$ cat src/rtl/bat_control_sequencer_pkg.sv
// Shared types and constants for the Bat Amateur CPU control sequencer:
// opcodes, control-word bit indices, FSM states and bus transfer endpoints.
package bat_control_sequencer_pkg;

    localparam int OPC_W  = 4;
    localparam int CTRL_W = 16;

    // Opcodes (INSTRUCTION[15:12]); A..E are undefined and behave as NOP.
    localparam logic [OPC_W-1:0] OP_NOP = 4'h0;
    localparam logic [OPC_W-1:0] OP_LDA = 4'h1;
    localparam logic [OPC_W-1:0] OP_ADD = 4'h2;
    localparam logic [OPC_W-1:0] OP_SUB = 4'h3;
    localparam logic [OPC_W-1:0] OP_STA = 4'h4;
    localparam logic [OPC_W-1:0] OP_LDI = 4'h5;
    localparam logic [OPC_W-1:0] OP_JMP = 4'h6;
    localparam logic [OPC_W-1:0] OP_JZ  = 4'h7;
    localparam logic [OPC_W-1:0] OP_JC  = 4'h8;
    localparam logic [OPC_W-1:0] OP_OUT = 4'h9;
    localparam logic [OPC_W-1:0] OP_HLT = 4'hF;

    // Control word bit indices; bits 14 and 15 are spare and always 0.
    localparam int PC_EN    = 0;
    localparam int PC_LOAD  = 1;
    localparam int PC_COUNT = 2;
    localparam int MAR_LOAD = 3;
    localparam int RAM_EN   = 4;
    localparam int RAM_LOAD = 5;
    localparam int IR_EN    = 6;
    localparam int IR_LOAD  = 7;
    localparam int A_EN     = 8;
    localparam int A_LOAD   = 9;
    localparam int B_LOAD   = 10;
    localparam int ALU_EN   = 11;
    localparam int ALU_SUB  = 12;
    localparam int OUT_LOAD = 13;

    typedef enum logic [3:0] {
        ST_IDLE, ST_F0_DRV, ST_F0_LAT, ST_F1_DRV, ST_F1_LAT, ST_DECODE,
        ST_E0_DRV, ST_E0_LAT, ST_E1_DRV, ST_E1_LAT, ST_E2_DRV, ST_E2_LAT, ST_HALT
    } state_t;

    // Bus source (drives via *_EN) and destination (captures via *_LOAD).
    typedef enum logic [2:0] {SRC_NONE, SRC_PC, SRC_RAM, SRC_IR, SRC_A, SRC_ALU} src_t;
    typedef enum logic [2:0] {DST_NONE, DST_PC, DST_MAR, DST_RAM, DST_IR, DST_A, DST_B, DST_OUT} dst_t;

    // Number of execute transfers an instruction needs; conditional jumps
    // that are not taken, NOP, HLT and undefined opcodes need none.
    function automatic logic [1:0] op_steps(input logic [OPC_W-1:0] op,
                                            input logic z, input logic c);
        case (op)
            OP_LDA, OP_STA:         op_steps = 2'd2;
            OP_ADD, OP_SUB:         op_steps = 2'd3;
            OP_LDI, OP_JMP, OP_OUT: op_steps = 2'd1;
            OP_JZ:                  op_steps = z ? 2'd1 : 2'd0;
            OP_JC:                  op_steps = c ? 2'd1 : 2'd0;
            default:                op_steps = 2'd0;
        endcase
    endfunction

endpackage

$ cat src/rtl/bat_control_sequencer_decode.sv
// Combinational instruction decoder: maps the held opcode/flags and the
// execute step index to the bus source and destination of that step.
module bat_control_sequencer_decode
    import bat_control_sequencer_pkg::*;
(
    input  logic [OPC_W-1:0] opcode,
    input  logic             flag_z,
    input  logic             flag_c,
    input  logic [1:0]       step,
    output src_t             src,
    output dst_t             dst,
    output logic             alu_sub,
    output logic [1:0]       n_steps
);

    // Per-opcode transfer table, indexed by execute step.
    always_comb begin
        // NOTE: every output gets a default first so no path through the case leaves a latch.
        src     = SRC_NONE;
        dst     = DST_NONE;
        alu_sub = (opcode == OP_SUB);
        n_steps = op_steps(opcode, flag_z, flag_c);
        case (opcode)
            OP_LDA, OP_STA: begin
                if (step == 2'd0) begin
                    src = SRC_IR;
                    dst = DST_MAR;
                end else if (step == 2'd1) begin
                    src = (opcode == OP_LDA) ? SRC_RAM : SRC_A;
                    dst = (opcode == OP_LDA) ? DST_A   : DST_RAM;
                end
            end
            OP_ADD, OP_SUB: begin
                case (step)
                    2'd0:    begin src = SRC_IR;  dst = DST_MAR; end
                    2'd1:    begin src = SRC_RAM; dst = DST_B;   end
                    2'd2:    begin src = SRC_ALU; dst = DST_A;   end
                    default: begin src = SRC_NONE; dst = DST_NONE; end
                endcase
            end
            OP_LDI: begin src = SRC_IR; dst = DST_A; end
            OP_JMP: begin src = SRC_IR; dst = DST_PC; end
            OP_JZ:  if (flag_z) begin src = SRC_IR; dst = DST_PC; end
            OP_JC:  if (flag_c) begin src = SRC_IR; dst = DST_PC; end
            OP_OUT: begin src = SRC_A; dst = DST_OUT; end
            default: begin src = SRC_NONE; dst = DST_NONE; end
        endcase
    end

endmodule

$ cat src/rtl/bat_control_sequencer.sv
// Fetch/decode/execute sequencer for the Bat Amateur CPU. Every bus transfer
// is a DRV cycle (source enabled) followed by a LAT cycle (source still
// enabled, destination loading), so only one source ever drives the bus.
module bat_control_sequencer
    import bat_control_sequencer_pkg::*;
#(
    parameter int BUS_WIDTH = 16,
    parameter int OP_W      = OPC_W
) (
    input  logic                 CLOCK,
    input  logic                 RESET_N,
    input  logic [BUS_WIDTH-1:0] INSTRUCTION,
    input  logic                 FLAG_Z,
    input  logic                 FLAG_C,
    input  logic                 RUN,
    input  logic                 STEP_MODE,
    input  logic                 STEP,
    output logic [CTRL_W-1:0]    CTRL,
    output logic                 HALTED,
    output logic                 BUSY
);

    state_t            state_q, state_d;
    logic              step_q;
    logic [OP_W-1:0]   op_q;
    logic              z_q, c_q;
    logic [OP_W-1:0]   op_in;
    logic              step_edge;
    logic [1:0]        exec_step;
    src_t              dec_src, xfer_src;
    dst_t              dec_dst, xfer_dst;
    logic              dec_alu_sub, latch, pc_count, in_exec;
    logic [1:0]        dec_n_steps;
    state_t            end_state;

    assign op_in     = INSTRUCTION[BUS_WIDTH-1 -: OP_W];
    assign step_edge = STEP & ~step_q;

    // The operand field goes to the bus through the IR itself; it is not consumed here.
    logic unused_operand;
    assign unused_operand = ^INSTRUCTION[BUS_WIDTH-OP_W-1:0];

    bat_control_sequencer_decode u_decode (
        .opcode  (op_q),
        .flag_z  (z_q),
        .flag_c  (c_q),
        .step    (exec_step),
        .src     (dec_src),
        .dst     (dec_dst),
        .alu_sub (dec_alu_sub),
        .n_steps (dec_n_steps)
    );

    // State, step-edge history and the opcode/flags captured in DECODE.
    always_ff @(posedge CLOCK or negedge RESET_N) begin
        if (!RESET_N) begin
            state_q <= ST_IDLE;
            step_q  <= 1'b0;
            op_q    <= OP_NOP;
            z_q     <= 1'b0;
            c_q     <= 1'b0;
        end else begin
            // NOTE: non-blocking assignments so every register samples pre-edge values.
            state_q <= state_d;
            step_q  <= STEP;
            if (state_q == ST_DECODE) begin
                op_q <= op_in;
                z_q  <= FLAG_Z;
                c_q  <= FLAG_C;
            end
        end
    end

    // Next-state: fetch, decode, up to three execute transfers, then refetch or idle.
    always_comb begin
        end_state = (RUN && !STEP_MODE) ? ST_F0_DRV : ST_IDLE;
        state_d   = state_q;
        case (state_q)
            ST_IDLE:   if (RUN && (!STEP_MODE || step_edge)) state_d = ST_F0_DRV;
            ST_F0_DRV: state_d = ST_F0_LAT;
            ST_F0_LAT: state_d = ST_F1_DRV;
            ST_F1_DRV: state_d = ST_F1_LAT;
            ST_F1_LAT: state_d = ST_DECODE;
            ST_DECODE: begin
                if (op_in == OP_HLT)                              state_d = ST_HALT;
                else if (op_steps(op_in, FLAG_Z, FLAG_C) == 2'd0) state_d = end_state;
                else                                              state_d = ST_E0_DRV;
            end
            ST_E0_DRV: state_d = ST_E0_LAT;
            ST_E0_LAT: state_d = (dec_n_steps == 2'd1) ? end_state : ST_E1_DRV;
            ST_E1_DRV: state_d = ST_E1_LAT;
            ST_E1_LAT: state_d = (dec_n_steps == 2'd2) ? end_state : ST_E2_DRV;
            ST_E2_DRV: state_d = ST_E2_LAT;
            ST_E2_LAT: state_d = end_state;
            ST_HALT:   state_d = ST_HALT;
            default:   state_d = ST_IDLE;
        endcase
    end

    // Moore outputs: transfer selection from the registered state, then strobe encoding.
    always_comb begin
        xfer_src  = SRC_NONE;
        xfer_dst  = DST_NONE;
        latch     = 1'b0;
        pc_count  = 1'b0;
        in_exec   = 1'b0;
        exec_step = 2'd0;
        case (state_q)
            ST_F0_DRV: xfer_src = SRC_PC;
            ST_F0_LAT: begin xfer_src = SRC_PC;  xfer_dst = DST_MAR; latch = 1'b1; end
            ST_F1_DRV: xfer_src = SRC_RAM;
            ST_F1_LAT: begin xfer_src = SRC_RAM; xfer_dst = DST_IR;  latch = 1'b1; pc_count = 1'b1; end
            ST_E0_DRV, ST_E1_DRV, ST_E2_DRV,
            ST_E0_LAT, ST_E1_LAT, ST_E2_LAT: begin
                in_exec   = 1'b1;
                exec_step = (state_q == ST_E0_DRV || state_q == ST_E0_LAT) ? 2'd0 :
                            (state_q == ST_E1_DRV || state_q == ST_E1_LAT) ? 2'd1 : 2'd2;
                latch     = (state_q == ST_E0_LAT || state_q == ST_E1_LAT || state_q == ST_E2_LAT);
                xfer_src  = dec_src;
                xfer_dst  = dec_dst;
            end
            default: ;
        endcase

        CTRL = '0;
        case (xfer_src)
            SRC_PC:  CTRL[PC_EN]  = 1'b1;
            SRC_RAM: CTRL[RAM_EN] = 1'b1;
            SRC_IR:  CTRL[IR_EN]  = 1'b1;
            SRC_A:   CTRL[A_EN]   = 1'b1;
            SRC_ALU: CTRL[ALU_EN] = 1'b1;
            default: ;
        endcase
        if (latch) begin
            case (xfer_dst)
                DST_PC:  CTRL[PC_LOAD]  = 1'b1;
                DST_MAR: CTRL[MAR_LOAD] = 1'b1;
                DST_RAM: CTRL[RAM_LOAD] = 1'b1;
                DST_IR:  CTRL[IR_LOAD]  = 1'b1;
                DST_A:   CTRL[A_LOAD]   = 1'b1;
                DST_B:   CTRL[B_LOAD]   = 1'b1;
                DST_OUT: CTRL[OUT_LOAD] = 1'b1;
                default: ;
            endcase
        end
        CTRL[PC_COUNT] = pc_count;
        CTRL[ALU_SUB]  = in_exec & dec_alu_sub;
    end

    assign HALTED = (state_q == ST_HALT);
    assign BUSY   = (state_q != ST_IDLE) && (state_q != ST_HALT);

endmodule

$ cat config.mk
export PLATFORM = sky130hd
export DESIGN_NAME = bat_control_sequencer
export DESIGN_NICKNAME = d
export VERILOG_FILES = /design/src/rtl/bat_control_sequencer_pkg.sv /design/src/rtl/bat_control_sequencer_decode.sv /design/src/rtl/bat_control_sequencer.sv
export SDC_FILE = /design/constraint.sdc
export NUM_CORES = 1
export LEC_CHECK = 0
export BUFFER_PORTS_ARGS = -buffer_cell sky130_fd_sc_hd__buf_2
export CAP_MARGIN = 25
export CORE_MARGIN = 10
export CORE_UTILIZATION = 40
export DETAILED_ROUTE_END_ITERATION = 10
export MAX_ROUTING_LAYER = met4
export PLACE_DENSITY_LB_ADDON = 0.12
export SETUP_SLACK_MARGIN = 0.05
export SLEW_MARGIN = 20
export SYNTH_ARGS = -nofsm -noshare
export SYNTH_HDL_FRONTEND = slang
export SYNTH_SLANG_ARGS = --single-unit
$ cat constraint.sdc
create_clock -name CLOCK -period 2.65 [get_ports CLOCK]
set_input_delay 0.53 -clock CLOCK [delete_from_list [all_inputs] [get_ports CLOCK]]
set_output_delay 0.53 -clock CLOCK [all_outputs]
set_load 0.005 [all_outputs]
; ---- Word-level counts from Yosys, hierarchy flattened
; Cells that the tools add are included.
; W data, S select, Z words.
[totals]
register_bits = 11
input_bits = 23
wordCells = 136
[classes]
eq_ne = 49
n_mux = 55
n_bitwise = 3
reduce_logical = 24
[ops]
columns = cell, n
row1 = $pmux W4 S13, 1
row2 = $eq A4 B3 Y1 const B, 12
row3 = $eq A4 B4 Y1 const B, 10
row4 = $pmux W3 S3, 4
row5 = $mux W1, 26
row6 = $eq A4 B2 Y1 const B, 6
row7 = $mux W3, 7
row8 = $pmux W3 S7, 1
row9 = $pmux W2 S5, 2
row10 = $eq A3 B3 Y1 const B, 6
row11 = $pmux W3 S6, 1
row12 = $mux W2, 8
row13 = $mux W4, 4
row14 = $reduce_or A2 Y1, 8
row15 = $eq A3 B2 Y1 const B, 4
row16 = $eq A4 B1 Y1 const B, 3
row17 = $eq A3 B1 Y1 const B, 2
row18 = $reduce_or A3 Y1, 2
row19 = $reduce_or A6 Y1, 1
row20 = $logic_or A1 B1 Y1, 5
row21 = $eq A2 B1 Y1 const B, 2
row22 = $eq A2 B2 Y1 const B, 2
row23 = $logic_not A2 Y1, 2
row24 = $logic_not A4 Y1, 1
row25 = other kinds (8), 11

; ---- Logic depth before layout (Yosys ltp)
; Gate-level depths: netlist of run 1.
[depth]
depth_word = 13
depth_mapped = 6

; ---- By module
; Synthesis of run 1 repeated with hierarchy kept, for this count alone.
[hier_totals]
hier_cells = 170
area_unflattened_um2 = 1378.8
[modules_own_cells]
columns = mod, n_inst, cells_per_inst, area_per_inst_um2, seq_area_each_um2
row1 = bat_control_sequencer, 1, 116, 997.2, 275.3
row2 = bat_control_sequencer_decode, 1, 54, 381.6, 0.0

; ---- Least setup slack after synthesis of run 1
; Ideal clock, no wire load.
[synth_timing]
path_type = register to output
from = register state_q[2]
to = output port CTRL[4]
arrival_time_ns = 1.459
required_time_ns = 2.120
setup_slack_ns = 0.661
path_stages_with_launch = 6
n_path_buf = 0
path_cell_list = dfrtp_1 nand2b_4 maj3_2 a222oi_1 nand2b_1 a21oi_1
[synth_between]
elab_chain_len = 12
[synth_lines]
columns = item, line_no
row1 = from (decl), bat_control_sequencer.sv:23  ; state_t state_q, state_d;
row2 = from (signal assigned), bat_control_sequencer.sv:64  ; state_q <= state_d;
row3 = $eq A4 B4 Y1, "bat_control_sequencer.sv:108, bat_control_sequencer.sv:117"
row4 = $logic_or A1 B1 Y1, bat_control_sequencer.sv:117  ; (state_q == ST_E1_DRV || state_q == ST_E1_LAT) ? 2'd1 : 2'd2;
row5 = $mux W2, bat_control_sequencer.sv:117
row6 = $mux W2, bat_control_sequencer.sv:116  ; exec_step = (state_q == ST_E0_DRV || state_q == ST_E0_LAT) ? 2'd0 :
row7 = $mux W2, bat_control_sequencer.sv:108  ; case (state_q)
row8 = $eq A2 B1 Y1, "bat_control_sequencer_decode.sv:28, bat_control_sequencer_decode.sv:34"
row9 = $mux W3, bat_control_sequencer_decode.sv:28  ; end else if (step == 2'd1) begin
row10 = $mux W3, bat_control_sequencer_decode.sv:25  ; if (step == 2'd0) begin
row11 = $pmux W3 S6, bat_control_sequencer_decode.sv:23  ; case (opcode)
row12 = $pmux W3 S3 (*), bat_control_sequencer.sv:108
row13 = $eq A3 B2 Y1 (*), bat_control_sequencer.sv:126  ; case (xfer_src)
row14 = $mux W1 (*), bat_control_sequencer.sv:126
row15 = to (decl), bat_control_sequencer.sv:18  ; output logic [CTRL_W-1:0] CTRL,
; Every way passes the cells marked *; elsewhere a longest branch is shown, timed or not.

; ---- Final worst setup path of run 1
; Same ends and word-level chain as after synthesis.

==> results.json, run 1 <==
{
  "status": "finished, final reports clean",
  "internal-power_mw": 0.909,
  "cts_root_buffer_type": "clkbuf_4",
  "synth_top_family_by_area": "compound AO/OA/AOI/OAI gates",
  "kind_of_end_point_of_the_critical_path": "primary output",
  "gr-total-overflow": 0,
  "drt-pass1-iter-count": 4,
  "synth-simple-area-share": 0.291,
  "rows": 19,
  "pwr-share-seq": 0.271,
  "report.final.setup_viol": 0,
  "first_global_vias": 1181,
  "p_per_area_mw_per_mm2": 1260,
  "die_area_mm2": 0.00551,
  "number_of_hold_violations_in_the_final_report": 0,
  "combPwrFrac": 0.663,
  "placement.io_buffers": 26,
  "synth_xor_xnor_area_share": 0.0149,
  "cts.htree.levels": 1,
  "detailed_place_hpwl_mm": 2.47,
  "area_growth_syn_to_layout_pct": 21.5,
  "ys_ff_latch": 11,
  "drt-vias-per-instance": 5.88,
  "average_detailed_routed_wire_length_per_instance_um": 16.0,
  "synth_enable_flop_cells": 0,
  "worst_setup_path_endpoint": "CTRL[4]",
  "synth_adder_area_share": 0.00956,
  "finalClockSkew_ns": 0.00362,
  "synthTopCellsByArea": "dfrtp_1 23%, mux2_2 5.7%, a21oi_1 4.7%, nand2_1 4.1%, nor3_1 3.8%",
  "synth-seq-area-share": 0.234,
  "synthMostInstantiatedCell": "nand2_1",
  "period_share": 0.952,
  "rsz0062_at_grt": "true",
  "number_of_design_rule_violations_left_by_the_first_detailed_router_iteration": 95,
  "drtAntennaViolNets": 0,
  "synth.area.mux_share": 0.0574,
  "synth_compound_area_frac": 0.308,
  "final-max-slew-violation-count": 0,
  "relSlewSlack": 0.615,
  "initial_utilization": 0.423,
  "routabilityCongestion": 0.823,
  "coreArea_mm2": 0.00278,
  "clkSlewWorstSetupHoldPaths_ns": 0.08,
  "layout.cell_area.non_filler_mm2": 0.00143,
  "worst_hold_path_type": "input pin to asynchronous set/reset pin",
  "cts_buffers": 3,
  "final_nets": 201,
  "synth_area_leader_cell": "dfrtp_1",
  "yosys-top-cells-count": "13 x nand2_1, 11 x a21oi_1, 11 x dfrtp_1",
  "yosys_warnings": 0,
  "setup.worst_path.start": "state_q[2]$_DFFE_PN0P_",
  "die-width_um": 74.3,
  "drt_wl_total_mm": 3.33,
  "post_route_cells_drive_above_1_share": 0.401,
  "timing.hold.ws_ns": 0.117,
  "r2r_start": "op_q[2]$_DFFE_PN0P_",
  "critPathLaunchType": "flop",
  "clock_power_share": 0.067,
  "clock_path_buffers": 2,
  "timing.critical_path.fanout_max": 4,
  "clock_sink_count": 11,
  "cts.hold.buffers_added": 0,
  "floorplan.die.height_um": 74.3,
  "fillCellCount": 285,
  "postSynth.asyncResetShare": 1.00,
  "reg2reg_depth": 5,
  "fin_crit_ns": 2.52,
  "switching_share": 0.495,
  "post_synth_inst_count": 150,
  "crit_type": "flop to primary output",
  "synth.distinct_cells": 50,
  "synth_top_area_share": 0.234,
  "vias": 1223,
  "route.detailed.drc": 0,
  "cts_tree": "built",
  "cap_viol_max_count": 0,
  "grt_pass1_wl_mm": 5.53,
  "yosys_most_used_dff": "dfrtp_1",
  "clock.fmax_mhz": 397,
  "cellLeakagePower_nw": 0.626,
  "worst_pin_slew_ns": 0.563,
  "crit-reg2reg-capture": "state_q[3]$_DFFE_PN0P_",
  "post_synthesis_mean_instance_area_um2": 7.85,
  "groute.usage.overall": 0.126,
  "critPathArrivalTime_ns": 1.99,
  "clock_latency_ns": 0.27,
  "synth_area_mm2": 0.00118,
  "switching_power_mw": 0.889,
  "fin_util": 0.514,
  "peak_supply_drop_mv": 0.726,
  "critical_path_required_ns": 2.12,
  "post_dp_cell_area_mm2": 0.00129,
  "grt_max_degree": 19,
  "antenna_cells_inserted": 0,
  "reg2reg_setup_slack_ns": 0.97,
  "num_io_pins": 41,
  "initial_antenna_violation_count": 0
}
[flip-flops by register name, summed over array words and instances (netlist names)]
signal	flops
op_q	4
state_q	4
c_q	1
step_q	1
z_q	1
[power by group through the flow]
stage / combinational [mW] / clock, mW / sequential (mW)
after CTS: 1.07 / 0.118 / 0.466
after detailed placement: 1.03 / 0 / 0.466
after floorplan: 0.959 / 0 / 0.300
final: 1.19 / 0.120 / 0.486
after global placement: 1.01 / 0 / 0.458
after global routing: 1.34 / 0.130 / 0.513
[area by class of cell]
type / instances / area [µm²] / share of cell area
well taps: 31 / 38.8 / 0.0271
flip-flops and latches: 11 / 285 / 0.199
multi-input cells: 123 / 851 / 0.595
repair buffers: 36 / 218 / 0.152
clock buffers: 4 / 26.3 / 0.0184
inverters: 3 / 11.3 / 0.00787
[cell usage in the layout, fill, tap and decap left out, types with 3 or more instances in the layout]
cell type,count
buf_2,26
nand2_1,13
a21oi_1,11
buf_4,9
nor3_1,8
nor2_1,8
o21ai_0,8
dfrtp_2,8
nand2b_1,6
nor2b_1,6
mux2_2,6
a21o_1,3
inv_1,3
o21ai_1,3
nor2_2,3
and3_1,3
dfrtp_1,3
clkbuf_4,3
[what timing repair did]
action | in CTS | in global routing
resized for setup | 3 | 16
cloned | 0 | 0
buffers inserted | 1 | 6
pin swaps | 1 | 4
endpoints found under the setup margin | 8 | 8
[how the worst min path moves through the flow]
stage                                     end  cells after the start     from
final                        step_q$_DFF_PN0_                      1  RESET_N
after CTS                    step_q$_DFF_PN0_                      1  RESET_N
after detailed placement  op_q[3]$_DFFE_PN0P_                      1  RESET_N
after global placement    op_q[1]$_DFFE_PN0P_                      1  RESET_N
after global routing         step_q$_DFF_PN0_                      1  RESET_N
after floorplan               c_q$_DFFE_PN0P_                      0  RESET_N
[kinds of logic after synthesis]
kind of cell    after synthesis
compound gates               50
mux                           6
buf+inv                      17
simple gates                 62
flops                        11
other cells                   1
fa+ha+maj                     1
xor+xnor                      2
[worst max-delay path, stage by stage (launching register included)]
cell and delay [ns]:
dfrtp_2 0.44, nand2b_4 0.16, maj3_2 0.30, a222oi_1 0.32, buf_4 0.18, nand2b_1 0.05, a21oi_1 0.13, buf_2 0.14
[per-stage QoR]
stage / setup TNS, ns / instances / power [mW] / setup WS [ns]
global placement: 0 / 197 / 1.47 / 0.202
CTS: 0 / 202 / 1.65 / 0.0462
global route: -0.00350 / 208 / 1.98 / -0.00350
floorplan: 0 / 151 / 1.26 / 0.661
finish: 0 / 208 / 1.80 / 0.128
detailed placement: 0 / 197 / 1.50 / 0.182
[routing by layer]
layer / global-route usage / routed length, µm / up-vias
met5: - / 0 / -
met2: 0.192 / 1520 / 32
li1: - / - / 605
met1: 0.161 / 1570 / 577
met3: 0.0199 / 175 / 9
met4: 0.0508 / 63 / 0
(Power assumes the default switching activity.)
==> run 2, diff against run 1 <==
BUFFER_PORTS_ARGS = -buffer_cell sky130_fd_sc_hd__buf_4   (was -buffer_cell sky130_fd_sc_hd__buf_2)
SETUP_SLACK_MARGIN = 0.2   (was 0.05)
==> run 2 against run 1 <==
  * Fmax up 0.66%
  * Critical endpoint unchanged
  * Final area increased by 22%
  * Global-route usage fell by 0.24 points
  * Flip-flop and latch count is the same
  * Largest cell class unchanged
  * Count of clock-buffer cells in the layout unchanged
  * Combinational power up 41%
==> results.json, run 2 (synthesis results as in run 1) <==
{
  "clock_path_buffers": 2,
  "peak_supply_drop_mv": 0.846,
  "first_global_vias": 1168,
  "worst_hold_path_type": "input pin to asynchronous set/reset pin",
  "die-width_um": 74.3,
  "critPathLaunchType": "flop",
  "routabilityCongestion": 0.829,
  "rows": 19,
  "fin_crit_ns": 2.51,
  "clkSlewWorstSetupHoldPaths_ns": 0.07,
  "post_route_cells_drive_above_1_share": 0.526,
  "clock_latency_ns": 0.27,
  "cts_root_buffer_type": "clkbuf_4",
  "cts.htree.levels": 1,
  "final-max-slew-violation-count": 0,
  "area.sequential_um2": 288,
  "crit_type": "flop to primary output",
  "setup-tns-final_ns": 0,
  "number_of_design_rule_violations_left_by_the_first_detailed_router_iteration": 54,
  "fillCellCount": 243,
  "cellLeakagePower_nw": 0.754,
  "drtAntennaViolNets": 0,
  "route.detailed.drc": 0,
  "finalClockSkew_ns": 0.00350,
  "fin_util": 0.627,
  "biggestRegsByFlops": "op_q x4, state_q x4",
  "period_share": 0.945,
  "floorplan.die.height_um": 74.3,
  "post-place-ws_ns": 0.196,
  "p_per_area_mw_per_mm2": 1290,
  "number_of_hold_violations_in_the_final_report": 0,
  "cts_tree": "built",
  "coreArea_mm2": 0.00278,
  "detailed_place_hpwl_mm": 2.39,
  "layout_common_cells": "51 x buf_4, 13 x nand2_1, 8 x a21oi_1",
  "clock.fmax_mhz": 399,
  "die_area_mm2": 0.00551,
  "initial_utilization": 0.423,
  "area_growth_syn_to_layout_pct": 48.0,
  "report.final.setup_viol": 0,
  "final_nets": 218,
  "num_io_pins": 41,
  "rsz0062_at_grt": "true",
  "groute.usage.overall": 0.123,
  "worst-path-buf-inv": 2,
  "placement.io_buffers": 26,
  "drt-vias-per-instance": 5.60,
  "critPathArrivalTime_ns": 1.98,
  "multi_input_area_um2": 963,
  "average_detailed_routed_wire_length_per_instance_um": 15.9,
  "worst_pin_slew_ns": 0.542,
  "totalPowerFinal_mw": 2.25,
  "critical_path_required_ns": 2.12,
  "clock_sink_count": 11,
  "layout_setup_ws_ns": 0.145,
  "cp_top_family": "flip-flops",
  "post_dp_cell_area_mm2": 0.00134,
  "timing.hold.ws_ns": 0.0830,
  "timing.critical_path.fanout_max": 5,
  "status": "finished, final reports clean",
  "vias": 1259,
  "layoutNonFillerInstCount": 225,
  "relSlewSlack": 0.629,
  "critical-path-max-stage-delay_ns": 0.45,
  "cap_viol_max_count": 0,
  "layout_commonest_cell": "buf_4",
  "grt_pass1_wl_mm": 5.47,
  "crit_path_top_delay_cell": "dfrtp_2",
  "drt_wl_total_mm": 3.59,
  "placedCellCount": 195,
  "initial_antenna_violation_count": 0,
  "cts_buffers": 3,
  "critical_path.cell_chain": "nand2b_4, maj3_2, a222oi_1, buf_4, nand2b_4, a21oi_2, buf_4",
  "antenna_cells_inserted": 0,
  "gr-total-overflow": 0,
  "drt-pass1-iter-count": 4,
  "kind_of_end_point_of_the_critical_path": "primary output",
  "layout.cell_area.non_filler_mm2": 0.00174,
  "grt_max_degree": 23
}
## run 2: cell types whose count changed in the layout (fill, tap and decap cells not counted), moves of 2 or more
cell	previous run	this run
buf_4	9	51
nand2b_1	6	4
nor3_2	1	7
a21oi_2	0	3
nand2b_4	1	3
nor3_1	8	2
a21oi_1	11	8
buf_2	26	0
## run 2: routing by layer
layer,GRT usage,up-vias,part of all wire
met5,-,-,0
met4,0.0386,0,0.030
met3,0.0186,12,0.062
met2,0.206,43,0.49
met1,0.148,569,0.42
li1,-,635,-
## run 2: worst reg2reg max path, stage by stage (launching register included)
cell and delay (ns):
dfrtp_2 0.46, buf_4 0.16, nand2b_1 0.20, nor2_2 0.34
mux2_2 0.38
## run 2: path summary, 6_finish.rpt
check | cells after the start | startpoint | slack, ns | endpoint
worst max-delay path | 7 | state_q[2]$_DFFE_PN0P_ | 0.14 | CTRL[4]
worst min-delay path | 1 | RESET_N | 0.08 | state_q[1]$_DFFE_PN0P_
worst max register to register | 4 | state_q[3]$_DFFE_PN0P_ | 0.99 | z_q$_DFFE_PN0P_
worst min register to register | 1 | c_q$_DFFE_PN0P_ | 0.55 | c_q$_DFFE_PN0P_
max in group asynchronous | 1 | RESET_N | 2.40 | state_q[1]$_DFFE_PN0P_
min in group CLOCK | 1 | STEP | 0.37 | step_q$_DFF_PN0_
## run 2: final cells by class
class / count / area share
Sequential cell: 11 / 0.165
Multi-Input combinational cell: 123 / 0.553
Timing Repair Buffer: 53 / 0.238
Tap cell: 31 / 0.0223
Clock buffer: 4 / 0.0151
Inverter: 3 / 0.00646
## run 2: report_power, final
part           leakage (nW)  switching (mW)  internal [mW]
registers             0.124           0.197          0.260
clock network        0.0150          0.0589         0.0583
logic                 0.615           0.802          0.875
total                 0.754            1.06           1.19
## run 2: timing repair
item / CTS / global route
hold buffers: 0 / 0
resized for setup: 16 / 25
setup endpoints to repair: 9 / 8
buffers inserted: 10 / 16
pin swaps: 5 / 13
==> run 3, diff against run 2 <==
SETUP_SLACK_MARGIN = unset   (was 0.2)
==> run 3 against run 2 <==
  * First-iteration DRC count is 57% higher
  * Flip-flop and latch count did not move
  * Hold slack is essentially flat
  * Register-to-register slack got worse by 0.03 ns
  * Final area shrank 18%
  * Routed wire length decreased by 14%
  * Core utilization shrank 11 points
  * Fmax is 1.2% lower
  * Clock skew fell by 0.0015 ns
  * Total power shrank 24%
  * Combinational power fell by 35%
  * Critical endpoint unchanged
==> results.json, run 3 (synthesis results as in run 1) <==
{
  "grt_pass1_wl_mm": 5.18,
  "gr-total-overflow": 0,
  "rows": 19,
  "totalPowerFinal_mw": 1.72,
  "worst_hold_path_type": "input pin to asynchronous set/reset pin",
  "timing.hold.ws_ns": 0.0833,
  "critPathArrivalTime_ns": 2.00,
  "initial_antenna_violation_count": 0,
  "status": "finished, final reports clean",
  "biggestRegsByFlops": "op_q x4, state_q x4",
  "area_growth_syn_to_layout_pct": 20.9,
  "first_global_vias": 1104,
  "clkSlewWorstSetupHoldPaths_ns": 0.07,
  "cts.hold.buffers_added": 0,
  "cts.htree.levels": 1,
  "drt_wl_total_mm": 3.10,
  "post-place-ws_ns": 0.196,
  "relSlewSlack": 0.589,
  "setup.worst_path.start": "state_q[2]$_DFFE_PN0P_",
  "drtAntennaViolNets": 0,
  "critPathLaunchType": "flop",
  "initial_utilization": 0.423,
  "kind_of_end_point_of_the_critical_path": "primary output",
  "clock_path_buffers": 2,
  "average_detailed_routed_wire_length_per_instance_um": 15.3,
  "drt-vias-per-instance": 5.80,
  "cellLeakagePower_nw": 0.602,
  "layout_commonest_cell": "buf_4",
  "cts_tree": "built",
  "layout_common_cells": "30 x buf_4, 13 x nand2_1, 10 x nor2_1, 10 x a21oi_1, 9 x nor3_1",
  "clock_sink_count": 11,
  "fin_crit_ns": 2.53,
  "report.final.setup_viol": 0,
  "setup-tns-final_ns": 0,
  "cts_buffers": 3,
  "floorplan.die.height_um": 74.3,
  "clock_latency_ns": 0.27,
  "reg2reg_setup_slack_ns": 0.96,
  "r2r_start": "op_q[2]$_DFFE_PN0P_",
  "reg2reg_depth": 5,
  "fin_util": 0.512,
  "post_route_cells_drive_above_1_share": 0.363,
  "peak_supply_drop_mv": 0.623,
  "coreArea_mm2": 0.00278,
  "clock.fmax_mhz": 395,
  "groute.usage.overall": 0.116,
  "die_area_mm2": 0.00551,
  "critical_path_required_ns": 2.12,
  "finalClockSkew_ns": 0.00203,
  "grt_max_degree": 23,
  "routabilityCongestion": 0.829,
  "vias": 1171,
  "final-max-slew-violation-count": 0,
  "rsz0062_at_grt": "false",
  "cap_viol_max_count": 0,
  "detailed_place_hpwl_mm": 2.39,
  "drt-pass1-iter-count": 4,
  "cts_root_buffer_type": "clkbuf_4",
  "worst_pin_slew_ns": 0.601,
  "period_share": 0.956,
  "number_of_design_rule_violations_left_by_the_first_detailed_router_iteration": 85,
  "crit_type": "flop to primary output",
  "p_per_area_mw_per_mm2": 1210,
  "crit-reg2reg-capture": "state_q[3]$_DFFE_PN0P_",
  "placement.io_buffers": 26,
  "die-width_um": 74.3,
  "antenna_cells_inserted": 0,
  "layout_setup_ws_ns": 0.116,
  "final_nets": 195,
  "worst_setup_path_endpoint": "CTRL[4]",
  "num_io_pins": 41,
  "timing.critical_path.fanout_max": 8,
  "route.detailed.drc": 0,
  "fillCellCount": 282,
  "number_of_hold_violations_in_the_final_report": 0
}
## run 3: changes by cell type in the layout (fill, tap and decap cells not counted), sizes merged
cell,delta
buf,-22
dlymetal6s2s,-1
## run 3: layout make-up
class / count / area (µm²) / share of cell area
Timing Repair Buffer: 30 / 225 / 0.158
Inverter: 3 / 11.3 / 0.00791
Clock buffer: 4 / 26.3 / 0.0185
Tap cell: 31 / 38.8 / 0.0272
Multi-Input combinational cell: 123 / 837 / 0.588
Sequential cell: 11 / 285 / 0.200
## run 3: report_power, final
group          internal, mW  leakage [nW]  switching, mW
clock                0.0582        0.0150         0.0556
combinational         0.556         0.463          0.545
sequential            0.255         0.124          0.247
total                 0.869         0.602          0.847
## run 3: worst min-delay path by stage
stage,endpoint,depth (start not counted),from
after detailed placement,op_q[1]$_DFFE_PN0P_,1,RESET_N
after floorplan,c_q$_DFFE_PN0P_,0,RESET_N
final,op_q[1]$_DFFE_PN0P_,1,RESET_N
after CTS,step_q$_DFF_PN0_,1,RESET_N
after global routing,step_q$_DFF_PN0_,1,RESET_N
after global placement,op_q[1]$_DFFE_PN0P_,1,RESET_N
## run 3: critical path, stage by stage, from the launching register on
cell and delay [ns]:
dfrtp_2 0.47, nand2b_4 0.18, maj3_2 0.30, a222oi_1 0.31, buf_4 0.17, nand2b_1 0.06, a21oi_2 0.13, buf_4 0.12
## run 3: repair_timing
action / CTS / global route
pin swaps: 0 / 1
gates resized for setup: 4 / 11
setup buffers: 0 / 3
setup endpoints to repair: 7 / 8
endpoints found under the hold margin: 0 / 0
## run 3: metal layers
layer | vias to the layer above | GRT usage | part of all wire
met2 | 33 | 0.183 | 0.45
met3 | 8 | 0.0186 | 0.058
met1 | 534 | 0.145 | 0.47
met4 | 0 | 0.0447 | 0.022
li1 | 596 | - | -
met5 | - | - | 0
## run 3: metrics by stage
step / instance area, µm² / cells
2_1_floorplan: 1180 / 151
3_3_place_gp: 1340 / 195
3_5_place_dp: 1340 / 195
4_1_cts: 1370 / 199
5_1_grt: 1420 / 202
6_report: 1420 / 202
